`src/rtl/pipe_stage_reg.sv`:
```
// Parametrised pipeline stage register: DEPTH chained stages with valid, stall, flush and occupancy.
// Optional stall cycle counter enabled by defining PIPE_STAGE_REG_STALL_CNT_EN.
module pipe_stage_reg #(
  parameter int unsigned      WIDTH     = 64,
  parameter int unsigned      DEPTH     = 1,
  parameter logic [WIDTH-1:0] RESET_VAL = '0
) (
  input  logic             i_clk,
  input  logic             i_reset_n,
  input  logic [WIDTH-1:0] i_d,
  input  logic             i_d_valid,
  input  logic             i_stall,
  input  logic             i_flush,
  output logic [WIDTH-1:0] o_q,
  output logic             o_q_valid,
  output logic [2:0]       o_occupancy,
  output logic [15:0]      o_stall_cnt
);

  logic [WIDTH-1:0] r_data [DEPTH];
  logic [DEPTH-1:0] r_valid;
  logic [2:0]       r_occ;

  logic [WIDTH-1:0] w_data_d [DEPTH];
  logic [DEPTH-1:0] w_valid_d;
  logic [2:0]       w_occ_d;

  // Priority below reset: flush, then stall (hold), then advance.
  always_comb begin
    w_data_d  = r_data;
    w_valid_d = r_valid;
    if (i_flush) begin
      for (int unsigned i = 0; i < DEPTH; i++) begin
        w_data_d[i] = RESET_VAL;
      end
      w_valid_d = '0;
    end else if (!i_stall) begin
      w_data_d[0]  = i_d;
      w_valid_d[0] = i_d_valid;
      for (int unsigned i = 1; i < DEPTH; i++) begin
        w_data_d[i]  = r_data[i-1];
        w_valid_d[i] = r_valid[i-1];
      end
    end
  end

  // Popcount of the next valid vector so occupancy moves on the same edge as the stages.
  always_comb begin
    w_occ_d = '0;
    for (int unsigned i = 0; i < DEPTH; i++) begin
      w_occ_d = w_occ_d + 3'(w_valid_d[i]);
    end
  end

  always_ff @(posedge i_clk) begin
    if (!i_reset_n) begin
      for (int unsigned i = 0; i < DEPTH; i++) begin
        r_data[i] <= RESET_VAL;
      end
      r_valid <= '0;
      r_occ   <= '0;
    end else begin
      r_data  <= w_data_d;
      r_valid <= w_valid_d;
      r_occ   <= w_occ_d;
    end
  end

  assign o_q         = r_data[DEPTH-1];
  assign o_q_valid   = r_valid[DEPTH-1];
  assign o_occupancy = r_occ;

`ifdef PIPE_STAGE_REG_STALL_CNT_EN
  logic [15:0] r_stall_cnt;

  // Saturating; flush does not clear it, only reset does.
  always_ff @(posedge i_clk) begin
    if (!i_reset_n) begin
      r_stall_cnt <= '0;
    end else if (!i_flush && i_stall && (r_stall_cnt != 16'hFFFF)) begin
      r_stall_cnt <= r_stall_cnt + 16'd1;
    end
  end

  assign o_stall_cnt = r_stall_cnt;
`else
  assign o_stall_cnt = 16'h0000;
`endif

endmodule

```
`config.mk`:
```
export PLATFORM = sky130hd
export DESIGN_NAME = pipe_stage_reg
export DESIGN_NICKNAME = d
export VERILOG_FILES = /design/src/rtl/pipe_stage_reg.sv
export SDC_FILE = /design/constraint.sdc
export NUM_CORES = 1
export LEC_CHECK = 0
export ABC_AREA = 0
export BUFFER_PORTS_ARGS = -buffer_cell sky130_fd_sc_hd__buf_2
export CAP_MARGIN = 20
export CORE_MARGIN = 1.5
export CORE_UTILIZATION = 40
export DETAILED_ROUTE_END_ITERATION = 6
export PLACE_DENSITY = 0.81
export SLEW_MARGIN = 10
export SYNTH_ARGS = -nofsm -noshare
export SYNTH_HDL_FRONTEND = slang
export SYNTH_SLANG_ARGS = --single-unit
```
`constraint.sdc`:
```
create_clock -name i_clk -period 1.2 [get_ports i_clk]
set_clock_uncertainty 0.15 [all_clocks]
set_input_delay 0.12 -clock i_clk [delete_from_list [all_inputs] [get_ports i_clk]]
set_output_delay 0.12 -clock i_clk [all_outputs]
set_load 0.01 [all_outputs]
```
Yosys cells after proc, flatten, opt, wreduce, memory -nomap -nowiden
Index checks and enable logic that the tools add are counted.
{"block": "op_classes", "n_mux": 2, "bitwise": 1, "n_reduce_logical": 1}
{"op": "1-bit 2-to-1 mux", "n": 2}
{"op": "2-bit OR reduction", "n": 1}
{"op": "1-bit inverter", "n": 1}
{"block": "totals", "regBits": 67, "out_inout_bits": 84}

Logic depth before layout (Yosys ltp)
{"block": "logic_depth", "word_depth": 2, "depth_mapped": 4, "mapped_depth_nobuf": 2}

Least setup slack after synthesis
OpenSTA, ideal clock, no wires.
{"block": "synth_path", "kind": "input-to-reg", "start": "in i_stall", "end": "reg r_data (netlist bit o_q[10])", "t_arrival_ns": 0.647, "setup_slack_ns": 0.286, "path_stages": 4, "cell_sequence": "buf_6 buf_12 mux2i_1 nor2_1"}
{"item": "from (decl)", "line": "12", "text": "input logic i_stall,"}
{"item": "to (signal assigned)", "line": "63", "text": "r_data <= w_data_d;"}
{"item": "to (decl)", "line": "20", "text": "logic [WIDTH-1:0] r_data [DEPTH];"}

Worst setup path in the final report
{"block": "layout_path", "start": "reg r_occ[0] (netlist: o_occupancy[0])", "end": "out o_occupancy[0]"}
{"item": "from (decl)", "line": "22", "text": "logic [2:0] r_occ;"}
{"item": "from (signal assigned)", "line": "65", "text": "r_occ <= w_occ_d;"}
{"item": "to (decl)", "line": "16", "text": "output logic [2:0] o_occupancy,"}
No word-level cell between the ends.

==> metrics.md <==
| Metric | Value |
|---|---|
| Post-synth ARST share | 0% |
| Setup slack, reg-to-reg | 0.37 ns |
| Post-Synth XOR/XNOR Area | 0% |
| Power per cell area | 1160 mW/mm^2 |
| Mapped Cells | 230 |
| Fin. Hold Viols | 0 |
| DP Worst Slack | 0.136 ns |
| Yosys warns | 0 |
| Post-CTS Setup Inserts | 0 |
| Final instance area | 0.00393 mm^2 |
| Cell Area, Synth | 0.00250 mm^2 |
| Max Root-Sink Buffers | 2 |
| Congestion Overflow GR | 0 |
| Routed wire length | 6740 um |
| CTS Root Cell | clkbuf_8 |
| GP Congestion | 0.693 |
| CP Data Arrival Time | 0.82 ns |
| Endpoints failing setup | 0 |
| Synth cell count leaders | dfxtp_1, mux2i_1, nor2_1, buf_4, buf_2 |
| CP Buf/Inv Count | 1 |
| Synth Register Bits | 65 |
| Tcrit/Tclk final | 91.0% |
| Layout area overhead | 57.2% |
| IO Count | 153 |
| CTS Buf Count | 9 |
| Non-Filler Instances | 508 |
| Area leader, netlist | dfxtp_1 |
| Register area share after synthesis | 52.0% |
| Vias per cell | 4.45 |
| Hold_sp | i_reset_n |
| N_diodes | 0 |
| Via count | 2,263 |
| Compound-Gate Fraction of Synth Area | 0% |
| GRT Util Overall | 19.5% |
| Worst path cell trace | buf_2 |
| PortBufs | 134 |
| Area contributors post-synth | dfxtp_1, mux2i_1, nor2_1 |
| Max FO, Critical Path | 3 |
| Slowest cell on crit path | dfxtp_1 |
| EDFF count, synth | 0 |
| Clock sinks | 65 |
| Worst Path Required | 0.93 ns |
| Library cells used by synthesis | 10 |
| Post-synthesis simple-gate area fraction | 10.0% |
| Max-slew violations | 0 |
| Adder-cell share of the synthesized area | 0% |
| Dpl cell area | 0.00311 mm^2 |
| Die width | 82.1 um |
| Drt pass-1 iters | 5 |
| Combinational family with the most area after synthesis | multiplexers |
| Post-route DRC | 0 |
| Most Crowded Layer GR | met2 |
| Power after layout | 4.57 mW |
| Max Cap Viol | 0 |
| Vias in the first global route | 2,215 |
| Met1 Use GR | 17.5% |
| Initial antenna violation count | 0 |
| Leakage | 2.08 nW |
| HPWL after DPL | 3730 um |
| Met3 Use GR | 5.56% |
| Per-cell routed wire length | 13.3 um |
| Share of cells above drive strength 1 | 35.3% |
| WP depth | 1 |
| Final worst setup slack | 0.108 ns |
| Critical Path Start Type | register |
| Fmax | 0.916 GHz |
| Die Height | 82.1 um |
| Post-Syn Area per Cell | 10.9 um^2 |
| NumNets Final | 497 |
| H-tree levels | 3 |
| Crit. Startpoint | o_occupancy[0]$_SDFFE_PP0N_ |
| Clock Latency Late Sink | 0.32 ns |
| Clock-pin slew on the worst setup and hold paths | 0.06 ns |
| Post-Place Cells | 427 |
| First-pass GRT wire length | 9650 um |
| Antenna-violating nets left | 0 |
| Share of synthesized area spent on multiplexers | 26.0% |
| Status | finished clean |
| Worst VDD drop | 0.758 mV |
| CP peak stage delay | 0.36 ns |
| Critical Path Sink Type | primary output |
| R2R Path Start | o_q[33]$_SDFFE_PP0N_ |
| CTS tree | done |
| Largest net degree at the start of global routing | 38 |
| Core area | 0.00599 mm^2 |
| Initial Utilization | 41.8% |
| Global Route met2 Usage | 38.6% |
| CTS resizes | 0 |
| Initial drt markers | 49 |
| Post-synth top area share | 52.0% |
| Unrepaired setup endpoints after global routing | false |
| Die area | 0.00674 mm^2 |
| Reg2reg path depth | 2 |
| Reg-to-reg endpoint | o_q[33]$_SDFFE_PP0N_ |
| Kind of critical path | register to primary output |
| Hold crit path type | primary input to register |
| Fin crit period | 1.09 ns |
| Setup TNS | 0 ns |
| Std cell rows | 28 |
| Ys flop type | dfxtp_1 |
| CP top delay family | flip-flops |
| CP Capture Point | o_occupancy[0] |
==> final cells by class <==
cell class / instances / area (um^2)
Tap cell: 75 / 93.8
Clock inverter: 3 / 15.0
Fill cell: 475 / 2060
Clock buffer: 13 / 159
Sequential cell: 65 / 1300
Timing Repair Buffer: 203 / 1390
Multi-Input combinational cell: 149 / 971
==> how the worst min path moves through the flow <==
stage                                  end  slack (ns)  cells after the start
2_1_floorplan  o_occupancy[0]$_SDFFE_PP0N_        0.11                      2
3_3_place_gp          o_q[46]$_SDFFE_PP0N_        0.20                      3
3_5_place_dp          o_q[13]$_SDFFE_PP0N_        0.21                      3
4_1_cts                o_q[2]$_SDFFE_PP0N_        0.12                      4
5_1_grt               o_q[15]$_SDFFE_PP0N_        0.13                      4
6_report              o_q[50]$_SDFFE_PP0N_        0.14                      4
==> sequential cells by signal (all words and copies together), names as in the netlist <==
signal,flops
o_q,64
o_occupancy,1
==> routing by layer <==
| layer | vias up | part of all wire, % |
|---|---|---|
| li1 | 1108 | - |
| met1 | 1051 | 37 |
| met2 | 94 | 56 |
| met3 | 10 | 5.9 |
| met4 | 0 | 1.3 |
| met5 | - | 0 |
==> tightest hold or removal path: stages <==
cell	delay, ns
buf_2	0.09
nand2b_2	0.08
buf_12	0.17
nor2_1	0.10
==> through the flow <==
| step | util, % | hold slack (ns) |
|---|---|---|
| finish | 65.6 | 0.142 |
| CTS | 65.6 | 0.119 |
| floorplan | - | 0.114 |
| global route | 65.6 | 0.133 |
| global placement | 51.9 | 0.198 |
| detailed placement | 51.9 | 0.207 |
==> placed cells by master, fill, tap and decap left out <==
cell and count:
buf_2 133, mux2i_1 65, nor2_1 65, dlygate4sd3_1 65
dfxtp_1 65, conb_1 18, clkbuf_8 11, clkinv_2 3
buf_12 3, clkbuf_1 2, buf_4 2, nand2b_2 1
==> where the power goes <==
| part | internal [mW] | leakage [nW] | switching, mW | total (mW) |
|---|---|---|---|---|
| logic | 0.393 | 1.46 | 0.302 | 0.695 |
| clock network | 0.854 | 0.0932 | 0.752 | 1.61 |
| registers | 2.23 | 0.530 | 0.0372 | 2.27 |
| total | 3.48 | 2.08 | 1.09 | 4.57 |
==> timing repair <==
action / CTS / global route
setup endpoints to repair: 0 / 0
endpoints found under the hold margin: 65 / 0
hold buffers: 65 / 0
==> kinds of logic after synthesis <==
family	Yosys count
other cells	1
simple gates	66
flops	65
buf+inv	33
mux	65
No activity file was read; power rests on OpenSTA's default activity.
